`config.mk`:
```
export PLATFORM = sky130hd
export DESIGN_NAME = pipeline_ctrl
export DESIGN_NICKNAME = d
export VERILOG_FILES = /design/src/rtl/rv32i_types.sv /design/src/rtl/hazard_detect.sv /design/src/rtl/pipeline_ctrl.sv
export SDC_FILE = /design/constraint.sdc
export NUM_CORES = 1
export LEC_CHECK = 0
export BUFFER_PORTS_ARGS = -buffer_cell sky130_fd_sc_hd__buf_2
export CAP_MARGIN = 20
export CORE_MARGIN = 5
export CORE_UTILIZATION = 40
export DETAILED_ROUTE_END_ITERATION = 10
export GPL_TIMING_DRIVEN = 0
export PLACE_DENSITY = 0.68
export SETUP_SLACK_MARGIN = 0.15
export SLEW_MARGIN = 30
export SYNTH_ARGS = -nofsm -noshare
export SYNTH_HDL_FRONTEND = slang
export SYNTH_SLANG_ARGS = --single-unit
```
`constraint.sdc`:
```
create_clock -name clk -period 3 [get_ports clk]
set_input_delay 0.3 -clock clk [delete_from_list [all_inputs] [get_ports clk]]
set_output_delay 0.3 -clock clk [all_outputs]
set_load 0.01 [all_outputs]
```
`src/rtl/rv32i_types.sv`:
```
// Shared RV32I types for the pipeline control slice.
// Contents: base opcode encodings, the pipeline_ctrl state encoding, the
// EX operand forward-select encoding, and opcode-format helper functions
// that say which register fields an instruction actually uses.
package rv32i_types;

   typedef enum logic [6:0] {
      OPC_LOAD     = 7'b0000011,
      OPC_MISC_MEM = 7'b0001111,
      OPC_OP_IMM   = 7'b0010011,
      OPC_AUIPC    = 7'b0010111,
      OPC_STORE    = 7'b0100011,
      OPC_OP       = 7'b0110011,
      OPC_LUI      = 7'b0110111,
      OPC_BRANCH   = 7'b1100011,
      OPC_JALR     = 7'b1100111,
      OPC_JAL      = 7'b1101111,
      OPC_SYSTEM   = 7'b1110011
   } opcode_e;

   typedef enum logic [1:0] {
      ST_RUN   = 2'd0,
      ST_IWAIT = 2'd1,
      ST_DWAIT = 2'd2,
      ST_REDIR = 2'd3
   } ctrl_state_e;

   typedef enum logic [1:0] {
      FWD_RF    = 2'd0,
      FWD_EXMEM = 2'd1,
      FWD_MEMWB = 2'd2
   } fwd_sel_e;

   localparam logic [4:0] REG_X0 = 5'd0;

   function automatic logic reads_rs1(input logic [6:0] opcode);
      return (opcode == OPC_OP)    || (opcode == OPC_OP_IMM) ||
             (opcode == OPC_LOAD)  || (opcode == OPC_STORE)  ||
             (opcode == OPC_BRANCH)|| (opcode == OPC_JALR);
   endfunction

   // Only R, S and B formats carry a real rs2; elsewhere those bits are
   // immediate and must not create false hazards.
   function automatic logic reads_rs2(input logic [6:0] opcode);
      return (opcode == OPC_OP) || (opcode == OPC_STORE) ||
             (opcode == OPC_BRANCH);
   endfunction

   function automatic logic writes_rd(input logic [6:0] opcode);
      return (opcode == OPC_OP)    || (opcode == OPC_OP_IMM) ||
             (opcode == OPC_LOAD)  || (opcode == OPC_LUI)    ||
             (opcode == OPC_AUIPC) || (opcode == OPC_JAL)    ||
             (opcode == OPC_JALR);
   endfunction

endpackage

```
`src/rtl/hazard_detect.sv`:
```
// hazard_detect: combinational RAW / load-use detection and EX operand
// forward selection for the five-stage pipeline.
// Build option: PIPELINE_FWD_EN
//   defined   - EX/MEM and MEM/WB forwarding, stall only on load-use
//   undefined - no forwarding, stall on any RAW against ID/EX, EX/MEM, MEM/WB
// Ports:
//   id_opcode, id_rs1, id_rs2  in   decode-stage instruction
//   ex_opcode, ex_rd           in   ID/EX register
//   mem_opcode, mem_rd         in   EX/MEM register
//   wb_rd, wb_we               in   writeback destination / enable
//   hazard_stall               out  hold PC and IF/ID, bubble ID/EX
//   fwd_a, fwd_b               out  operand source select (fwd_sel_e)
module hazard_detect
   import rv32i_types::*;
(
   input  logic [6:0] id_opcode,
   input  logic [4:0] id_rs1,
   input  logic [4:0] id_rs2,
   input  logic [6:0] ex_opcode,
   input  logic [4:0] ex_rd,
   input  logic [6:0] mem_opcode,
   input  logic [4:0] mem_rd,
   input  logic [4:0] wb_rd,
   input  logic       wb_we,
   output logic       hazard_stall,
   output logic [1:0] fwd_a,
   output logic [1:0] fwd_b
);

   logic rs1_used;
   logic rs2_used;

   // x0 is hard-wired zero, so a read of x0 can never depend on anything.
   assign rs1_used = reads_rs1(id_opcode) && (id_rs1 != REG_X0);
   assign rs2_used = reads_rs2(id_opcode) && (id_rs2 != REG_X0);

`ifdef PIPELINE_FWD_EN

   logic     ex_is_load;
   logic     mem_fwd_ok;
   logic     wb_fwd_ok;
   fwd_sel_e sel_a;
   fwd_sel_e sel_b;

   // Load data does not exist until MEM completes, so EX/MEM cannot
   // forward it; that is exactly the case the load-use bubble covers.
   assign ex_is_load = (ex_opcode == OPC_LOAD) && (ex_rd != REG_X0);
   assign mem_fwd_ok = writes_rd(mem_opcode) && (mem_opcode != OPC_LOAD) &&
                       (mem_rd != REG_X0);
   assign wb_fwd_ok  = wb_we && (wb_rd != REG_X0);

   assign hazard_stall = ex_is_load &&
                         ((rs1_used && (id_rs1 == ex_rd)) ||
                          (rs2_used && (id_rs2 == ex_rd)));

   always_comb begin
      sel_a = FWD_RF;
      if (mem_fwd_ok && (mem_rd == id_rs1))
         sel_a = FWD_EXMEM;
      else if (wb_fwd_ok && (wb_rd == id_rs1))
         sel_a = FWD_MEMWB;
   end

   always_comb begin
      sel_b = FWD_RF;
      if (mem_fwd_ok && (mem_rd == id_rs2))
         sel_b = FWD_EXMEM;
      else if (wb_fwd_ok && (wb_rd == id_rs2))
         sel_b = FWD_MEMWB;
   end

   assign fwd_a = sel_a;
   assign fwd_b = sel_b;

`else

   logic ex_wr;
   logic mem_wr;
   logic wb_wr;
   logic raw_rs1;
   logic raw_rs2;

   assign ex_wr  = writes_rd(ex_opcode)  && (ex_rd  != REG_X0);
   assign mem_wr = writes_rd(mem_opcode) && (mem_rd != REG_X0);
   assign wb_wr  = wb_we && (wb_rd != REG_X0);

   // Without forwarding the regfile is the only source, so the consumer
   // waits until the producer has fully retired from writeback.
   assign raw_rs1 = rs1_used && ((ex_wr  && (ex_rd  == id_rs1)) ||
                                 (mem_wr && (mem_rd == id_rs1)) ||
                                 (wb_wr  && (wb_rd  == id_rs1)));
   assign raw_rs2 = rs2_used && ((ex_wr  && (ex_rd  == id_rs2)) ||
                                 (mem_wr && (mem_rd == id_rs2)) ||
                                 (wb_wr  && (wb_rd  == id_rs2)));

   assign hazard_stall = raw_rs1 || raw_rs2;
   assign fwd_a        = FWD_RF;
   assign fwd_b        = FWD_RF;

`endif

endmodule

```
`src/rtl/pipeline_ctrl.sv`:
```
// pipeline_ctrl: stall / flush / forward controller for a five-stage
// RV32I pipeline, with saturating stall and mispredict counters.
// Build option: PIPELINE_FWD_EN (selects forwarding inside hazard_detect).
// Ports:
//   clk, rst_n                       clock, async active-low reset
//   id_*, ex_*, mem_*, wb_*          pipeline register fields
//   ex_mispredict                    EX branch/jump resolved against prediction
//   imem_read, imem_resp             instruction fetch handshake
//   dmem_req, dmem_resp              MEM-stage data handshake
//   load_pc .. load_mem_wb           register enables
//   flush_if_id, flush_id_ex         bubble insert on next load
//   fwd_a, fwd_b                     EX operand source select
//   stall_cnt, mispred_cnt           saturating performance counters
//
// state    | meaning
// ---------+----------------------------------------------------------
// ST_RUN   | normal issue, no long-latency operation outstanding
// ST_IWAIT | instruction fetch outstanding, front end holds
// ST_DWAIT | data access outstanding, whole pipeline frozen
// ST_REDIR | mispredict seen while fetch outstanding, redirect pending
module pipeline_ctrl
   import rv32i_types::*;
#(
   parameter int CTR_W = 32
) (
   input  logic             clk,
   input  logic             rst_n,
   input  logic [6:0]       id_opcode,
   input  logic [4:0]       id_rs1,
   input  logic [4:0]       id_rs2,
   input  logic [6:0]       ex_opcode,
   input  logic [4:0]       ex_rd,
   input  logic [6:0]       mem_opcode,
   input  logic [4:0]       mem_rd,
   input  logic [4:0]       wb_rd,
   input  logic             wb_we,
   input  logic             ex_mispredict,
   input  logic             imem_read,
   input  logic             imem_resp,
   input  logic             dmem_req,
   input  logic             dmem_resp,
   output logic             load_pc,
   output logic             load_if_id,
   output logic             load_id_ex,
   output logic             load_ex_mem,
   output logic             load_mem_wb,
   output logic             flush_if_id,
   output logic             flush_id_ex,
   output logic [1:0]       fwd_a,
   output logic [1:0]       fwd_b,
   output logic [CTR_W-1:0] stall_cnt,
   output logic [CTR_W-1:0] mispred_cnt
);

   ctrl_state_e      state_q;
   ctrl_state_e      state_d;
   logic             mp_pend_q;
   logic [CTR_W-1:0] stall_cnt_q;
   logic [CTR_W-1:0] mispred_cnt_q;

   logic       hazard_stall;
   logic [1:0] hd_fwd_a;
   logic [1:0] hd_fwd_b;

   logic in_redir;
   logic dstall;
   logic fstall;
   logic mp_now;
   logic redirect_now;
   logic redir_enter;
   logic redir_release;

   hazard_detect u_hazard_detect (
      .id_opcode    (id_opcode),
      .id_rs1       (id_rs1),
      .id_rs2       (id_rs2),
      .ex_opcode    (ex_opcode),
      .ex_rd        (ex_rd),
      .mem_opcode   (mem_opcode),
      .mem_rd       (mem_rd),
      .wb_rd        (wb_rd),
      .wb_we        (wb_we),
      .hazard_stall (hazard_stall),
      .fwd_a        (hd_fwd_a),
      .fwd_b        (hd_fwd_b)
   );

   assign in_redir = (state_q == ST_REDIR);

   // A response in the same cycle releases the stall, so the response
   // cycle itself is a normal advancing cycle.
   assign dstall = ((state_q == ST_DWAIT) || dmem_req) && !dmem_resp;
   assign fstall = ((state_q == ST_IWAIT) || in_redir || imem_read) && !imem_resp;

   // A mispredict raised while frozen is remembered and acted on in the
   // first unfrozen cycle, whether or not EX still presents it.
   assign mp_now        = !dstall && !in_redir && (ex_mispredict || mp_pend_q);
   assign redirect_now  = mp_now && !fstall;
   assign redir_enter   = mp_now && fstall;
   assign redir_release = in_redir && !dstall && imem_resp;

   always_comb begin
      load_pc     = 1'b1;
      load_if_id  = 1'b1;
      load_id_ex  = 1'b1;
      load_ex_mem = 1'b1;
      load_mem_wb = 1'b1;
      flush_if_id = 1'b0;
      flush_id_ex = 1'b0;
      if (!rst_n) begin
         load_pc     = 1'b0;
         load_if_id  = 1'b0;
         load_id_ex  = 1'b0;
         load_ex_mem = 1'b0;
         load_mem_wb = 1'b0;
         flush_if_id = 1'b1;
         flush_id_ex = 1'b1;
      end else if (dstall) begin
         load_pc     = 1'b0;
         load_if_id  = 1'b0;
         load_id_ex  = 1'b0;
         load_ex_mem = 1'b0;
         load_mem_wb = 1'b0;
      end else if (redirect_now || redir_release) begin
         flush_if_id = 1'b1;
         flush_id_ex = 1'b1;
      end else if (redir_enter) begin
         // Mispredicting instruction moves on to EX/MEM; the front end
         // freezes until the fetch in flight returns.
         load_pc     = 1'b0;
         load_if_id  = 1'b0;
         load_id_ex  = 1'b0;
         flush_if_id = 1'b1;
      end else if (in_redir) begin
         load_pc     = 1'b0;
         load_if_id  = 1'b0;
         load_id_ex  = 1'b0;
         load_ex_mem = 1'b0;
         flush_if_id = 1'b1;
      end else if (hazard_stall) begin
         load_pc     = 1'b0;
         load_if_id  = 1'b0;
         flush_id_ex = 1'b1;
      end else if (fstall) begin
         load_pc     = 1'b0;
         load_if_id  = 1'b0;
         flush_if_id = 1'b1;
      end
   end

   assign fwd_a = rst_n ? hd_fwd_a : FWD_RF;
   assign fwd_b = rst_n ? hd_fwd_b : FWD_RF;

   always_comb begin
      state_d = state_q;
      case (state_q)
         ST_RUN, ST_DWAIT: begin
            if (dstall)
               state_d = ST_DWAIT;
            else if (redir_enter)
               state_d = ST_REDIR;
            else if (fstall)
               state_d = ST_IWAIT;
            else
               state_d = ST_RUN;
         end
         ST_IWAIT: begin
            if (redir_enter)
               state_d = ST_REDIR;
            else if (!fstall)
               state_d = ST_RUN;
         end
         ST_REDIR: begin
            if (redir_release)
               state_d = ST_RUN;
         end
         default: state_d = ST_RUN;
      endcase
   end

   always_ff @(posedge clk or negedge rst_n) begin
      if (!rst_n) begin
         state_q   <= ST_RUN;
         mp_pend_q <= 1'b0;
      end else begin
         state_q <= state_d;
         if (dstall && !in_redir && ex_mispredict)
            mp_pend_q <= 1'b1;
         else if (!dstall)
            mp_pend_q <= 1'b0;
      end
   end

   always_ff @(posedge clk or negedge rst_n) begin
      if (!rst_n) begin
         stall_cnt_q   <= '0;
         mispred_cnt_q <= '0;
      end else begin
         if (!load_pc && (stall_cnt_q != '1))
            stall_cnt_q <= stall_cnt_q + CTR_W'(1);
         if (mp_now && (mispred_cnt_q != '1))
            mispred_cnt_q <= mispred_cnt_q + CTR_W'(1);
      end
   end

   assign stall_cnt   = stall_cnt_q;
   assign mispred_cnt = mispred_cnt_q;

endmodule

```
* After elaboration in Yosys (flattened, before gate mapping)
Cells that the tools add are included.
** Word-level totals
- Bits in registers :: 67
- Bits of input ports :: 54
- Output and inout bits :: 75
- Logic and storage cells :: 148
** Cells by class
- Add/sub/neg operators :: 2
- Eq/ne operators :: 34
- Muxes and demuxes :: 40
- Reduce and logical (&&, ||, !) cells :: 68
** Operators with widths (count)
- adder 32 x 1 -> 32 bit (second input constant) :: 2
- inequality test 32 bit (second input constant) :: 2
- equality test 7 x 6 -> 1 bit (second input constant) :: 6
- equality test 7 bit (second input constant) :: 6
- equality test 7 x 5 -> 1 bit (second input constant) :: 5
- 2-to-1 mux 1 bit :: 34
- equality test 5 bit :: 6
- logical OR 1 bit :: 29
- logical AND 1 bit :: 25
- nonzero test 5 bit :: 5
- equality test 7 x 2 -> 1 bit (second input constant) :: 3
- 2-to-1 mux 2 bit :: 5
- zero test 1 bit :: 6
- case mux 2 bit (3 select lines) :: 1
- equality test 2 bit (second input constant) :: 2
- inequality test 2 x 1 -> 1 bit (second input constant) :: 2
- inequality test 3 bit (second input constant) :: 1
- equality test 2 x 1 -> 1 bit (second input constant) :: 1
- zero test 2 bit :: 1
- AND reduction 2 bit :: 1
- OR reduction 2 bit :: 1

* Longest topological paths before layout
- Depth in word-level cells :: 21
- Gate-level depth with buffers :: 10
- Gate-level depth less buffers :: 8

* Hierarchy
A second synthesis with hierarchy kept.
** Second synthesis, totals
- Cell total of the unflattened synthesis :: 393
- Area total of the unflattened synthesis :: 3882.5 µm²
** By module, submodules not included
- pipeline_ctrl :: times used 1, cells an instance 315, area an instance 3308.2 µm², sequential area each 1676.6 µm²
- hazard_detect :: times used 1, cells an instance 78, area an instance 574.3 µm², sequential area each 0.0 µm²

* Least setup slack after synthesis
No wires, ideal clock.
- Path type :: flip-flop to flip-flop
- Start point :: reg mispred_cnt_q[2], in the netlist mispred_cnt[2]
- End point :: reg mispred_cnt_q[30], in the netlist mispred_cnt[30]
- Setup time :: 138 ps
- Data arrival time :: 2510 ps
- Data required time :: 2862 ps
- Slack :: 352 ps
- Stages on the path, launching flop included :: 10
- Path buffers :: 1
- Clock period less this slack :: 2648 ps
- Cells stage by stage :: dfrtp_1 -> nand4_2 -> or4_4 -> nor4_4 -> nand3_1 -> or2_0 -> buf_6 -> o311ai_2 -> nor4_1 -> xor2_1
** Between the ends
- Word-level cells in the longest chain between the ends :: 2
- Elaborated cells on any way between the ends :: 3
- Classes of those cells :: 1 x add/sub; 1 x eq/ne; 1 x reduce/logical
** RTL lines
- from (decl) :: RTL line pipeline_ctrl.sv:59 : logic [CTR_W-1:0] mispred_cnt_q;
- from (signal assigned) :: RTL line pipeline_ctrl.sv:202 : mispred_cnt_q <= mispred_cnt_q + CTR_W'(1);
- parallel branches: the longest is 2 deep, another holds adder 32 x 1 -> 32 bit
Several ways; the timed one is not identified.
A chain may end at the register's enable or synchronous reset.

* Worst setup path in the final report
- Start point :: in mem_rd[0]
- End point :: out load_pc
** Between the ends
- Word-level cells in the longest chain between the ends :: 13
- Elaborated cells on any way between the ends :: 19
- Classes of those cells :: 2 x eq/ne; 6 x mux; 11 x reduce/logical
** RTL lines
- from (decl) :: RTL line pipeline_ctrl.sv:34 : input logic [4:0] mem_rd,
- nonzero test 5 bit :: RTL line hazard_detect.sv:84 : assign mem_wr = writes_rd(mem_opcode) && (mem_rd != REG_X0);
- logical AND 1 bit :: RTL line hazard_detect.sv:84
- logical AND 1 bit, on equally long branches :: RTL line hazard_detect.sv:90, hazard_detect.sv:93
- logical OR 1 bit, on equally long branches :: RTL line hazard_detect.sv:89, hazard_detect.sv:92
- logical OR 1 bit, on equally long branches :: RTL line hazard_detect.sv:90, hazard_detect.sv:93
- logical AND 1 bit, on equally long branches :: RTL line hazard_detect.sv:89, hazard_detect.sv:92
- logical OR 1 bit (*) :: RTL line hazard_detect.sv:96 : assign hazard_stall = raw_rs1 || raw_rs2;
- 2-to-1 mux 1 bit (*) :: RTL line pipeline_ctrl.sv:140 : end else if (hazard_stall) begin
- 2-to-1 mux 1 bit (*) :: RTL line pipeline_ctrl.sv:134 : end else if (in_redir) begin
- 2-to-1 mux 1 bit (*) :: RTL line pipeline_ctrl.sv:127 : end else if (redir_enter) begin
- 2-to-1 mux 1 bit (*) :: RTL line pipeline_ctrl.sv:124 : end else if (redirect_now || redir_release) begin
- 2-to-1 mux 1 bit (*) :: RTL line pipeline_ctrl.sv:118 : end else if (dstall) begin
- 2-to-1 mux 1 bit (*) :: RTL line pipeline_ctrl.sv:110 : if (!rst_n) begin
- to (decl) :: RTL line pipeline_ctrl.sv:42 : output logic load_pc,
Mark *: on every way between the ends. The rest lies on a longest branch, timed or not.

==> reports/summary.txt <==
Peak supply drop = 0.221 mV
DP HPWL = 8000 um
FF-to-FF Start = mispred_cnt[2]
R2r endpoint = mispred_cnt[28]
Die area = 11800 um2
Met3 Use GR = 0.0370
Hold WC Path Type = input pin to flip-flop
Cell taking the most area after synthesis = dfrtp_1
Final Non-Filler Cells = 703
First-pass GRT wire length = 17000 um
Critical path launch point type = input pin
CTS tree = built
Worst-path fanout max = 11
Fraction of registers with async set/reset = 1.00
Hold-critical path endpoint = mp_pend_q
Routed Wire Length = 10500 um
DRT Pass-1 Iters = 6
Final ANT Viol Nets = 0
Final Cell Area = 5090 um2
Initial antenna violation count = 0
Fmax achieved = 363 MHz
TNS Setup = 0 ns
Count leader, synth = dfrtp_1
Post-synthesis sequential area ratio = 0.432
Clock Skews = 0.00810 ns
Drt first-iter violations = 109
GRT overflow = 0
DR WL/cell = 15.0 um
DIE HEIGHT = 109 um
# H-tree levels = 3
Run status = completed
PD cells = 556 nW/um2
Worst Reg-to-Reg Cells = 9
Std-Cell Rows = 36
Final setup viols = 0
Syn Inst Count = 408
Remaining DRCs = 0
Area after DPL = 4710 um2
Mean Syn Cell Area = 9.52 um2
Largest net degree at the start of global routing = 40
Critical Path RT = 2.70 ns
Arrival @ worst endpoint = 2.45 ns
Min-delay src = ex_mispredict
# IOs = 129
Clock transition at the registers of the reported paths = 0.06 ns
Root Driver = clkbuf_8
Met2 Use GR = 0.305
IO Port Bufs = 124
Max-Cap Viols = 0
Synth unique cells = 50
Top cells by area, synth = dfrtp_1 43%, xnor2_1 12%, xor2_1 8.8%, nand3_1 4.4%, nor3_1 3.5%
Delay of the slowest critical-path stage = 0.51 ns
Post-synth EDFFs = 0
Pleak = 2.34 nW
CP max-delay cell = or4_1
Fin crit share = 0.918
Unrepaired setup endpoints after global routing = yes
Crit end category = output pin
Met1 GRT Util = 0.224
Clk sinks = 67
Starting Density = 0.403
Total GRT Usage = 0.182
Clock buffer depth = 2
Final Hold Fails = 0
Busiest grt layer = met2
Share of cells above drive strength 1 = 0.321
Crit path max-delay family = compound AO/OA/AOI/OAI gates
Worst Hold Depth = 3
Most common flop cell mapped by yosys = dfrtp_1
Buf/Inv on CP = 4
Ant. Diodes = 0
Final Max Tran Viols = 0
FF-to-FF setup slack = 0.25 ns
Syn. warnings = 0
Post-layout min period = 2.75 ns
Placed cells = 669
Core ar. = 9640 um2
Skew-Pair Late Insertion Delay = 0.34 ns
Crit path cell chain = buf_2, or4_1, o211ai_1, nor4_1, o31ai_1, o211ai_1, a21oi_4, buf_6, buf_4, buf_2
Worst Setup Path Type = input pin to output pin
Area grow syn2layout = 31.0%
Commonest cells post-synth = 67 x dfrtp_1, 52 x xnor2_1, 39 x xor2_1
Synth Cell Area = 3880 um2
Synth Register Bits = 67
DIE WIDTH = 109 um
CTS Buf Count = 9
Via/cell ratio = 5.18
Final GP Congestion = 0.859
Via Count = 3641
Top-area cell type share of the netlist area = 0.432
Vias in the first global route = 3523
Fillers = 943
Layout Nets = 621
[placed cells by master (no fill, tap or decap), types with 5 or more instances in the layout]
master    netlist  final
or4_1           7      7
clkbuf_1        2      5
nor4_1         17     16
nand4_1        11     11
xnor2_1        52     52
buf_2           3    124
nand2_1        35     35
nor2_1         23     23
buf_4           5     23
clkbuf_8        0     11
nand3_1        34     34
xor2_1         39     39
nor3_1         27     26
inv_1          18     18
o21ai_0         9      8
dfrtp_1        67     65
a21oi_1         7      7
[cell families (layout without fill, tap and decap cells)]
logic type	count (synthesis)	count (layout)	share of synthesized area
adder cells (fa/ha/maj)	2	2	0.00644
AND/OR/NAND/NOR	182	182	0.256
flip-flops	67	67	0.432
multiplexers	2	2	0.00580
buffers and inverters	29	188	0.0357
other	1	4	0.000965
AO/OA/AOI/OAI	34	34	0.0586
XOR/XNOR	91	91	0.205
[worst max-delay path by stage]
stage          slack, ns  cells after the start               to           start
5_1_grt             0.07                     10          load_pc       mem_rd[0]
6_report            0.25                     10          load_pc       mem_rd[0]
3_5_place_dp        -0.1                     10    stall_cnt[18]       mem_rd[0]
2_1_floorplan       0.35                      9  mispred_cnt[30]  mispred_cnt[2]
4_1_cts             0.10                     10          load_pc       mem_rd[0]
3_3_place_gp       -0.33                      8    stall_cnt[20]           rst_n
[report_power, final]
group | leakage [nW] | internal [mW] | switching, mW
clock network | 0.0905 | 0.344 | 0.329
logic | 1.43 | 0.430 | 0.494
registers | 0.825 | 1.05 | 0.181
total | 2.34 | 1.83 | 1.00
[per-layer routing]
layer / routed length (um) / share of wire / vias to the layer above
met5: 0 / 0 / -
met4: 254 / 0.024 / 0
met3: 620 / 0.059 / 20
met2: 5210 / 0.49 / 129
met1: 4460 / 0.42 / 1753
li1: - / - / 1739
[repair_timing]
| action | in CTS | in global routing |
|---|---|---|
| setup endpoints to repair | 35 | 44 |
| gates resized for setup | 5 | 10 |
| hold endpoints to repair | 28 | 0 |
| hold buffers | 1 | 0 |
| buffers inserted | 1 | 16 |
| pin swaps | 2 | 8 |
[metrics by stage]
stage | worst slack [ns] | util | total power [mW] | hold WS [ns]
after global placement | -0.326 | 0.486 | 2.00 | 0.468
after CTS | 0.104 | 0.512 | 2.75 | 0.247
final | 0.245 | 0.528 | 2.83 | 0.284
after floorplan | 0.352 | - | 1.67 | 0.00441
after detailed placement | -0.0972 | 0.489 | 2.03 | 0.267
after global routing | 0.0678 | 0.528 | 3.00 | 0.285
[final cells by class]
type / instances / area, um2 / share of cell area
well taps: 133 / 166 / 0.0327
repair buffers: 143 / 781 / 0.153
clock inverters: 2 / 10.0 / 0.00197
inverters: 18 / 67.6 / 0.0133
clock buffers: 14 / 163 / 0.0320
flip-flops and latches: 67 / 1680 / 0.330
plain buffers: 11 / 80.1 / 0.0157
multi-input cells: 315 / 2140 / 0.421
[state kept, by name, indices dropped and copies added (netlist names)]
name         flops
mispred_cnt     32
mp_pend_q        1
stall_cnt       32
state_q          2
[tightest hold or removal path, stage by stage]
cell and delay [ns]:
buf_2 0.13, a21oi_1 0.07, nor2_1 0.08
No activity file was read; power rests on OpenSTA's default activity.
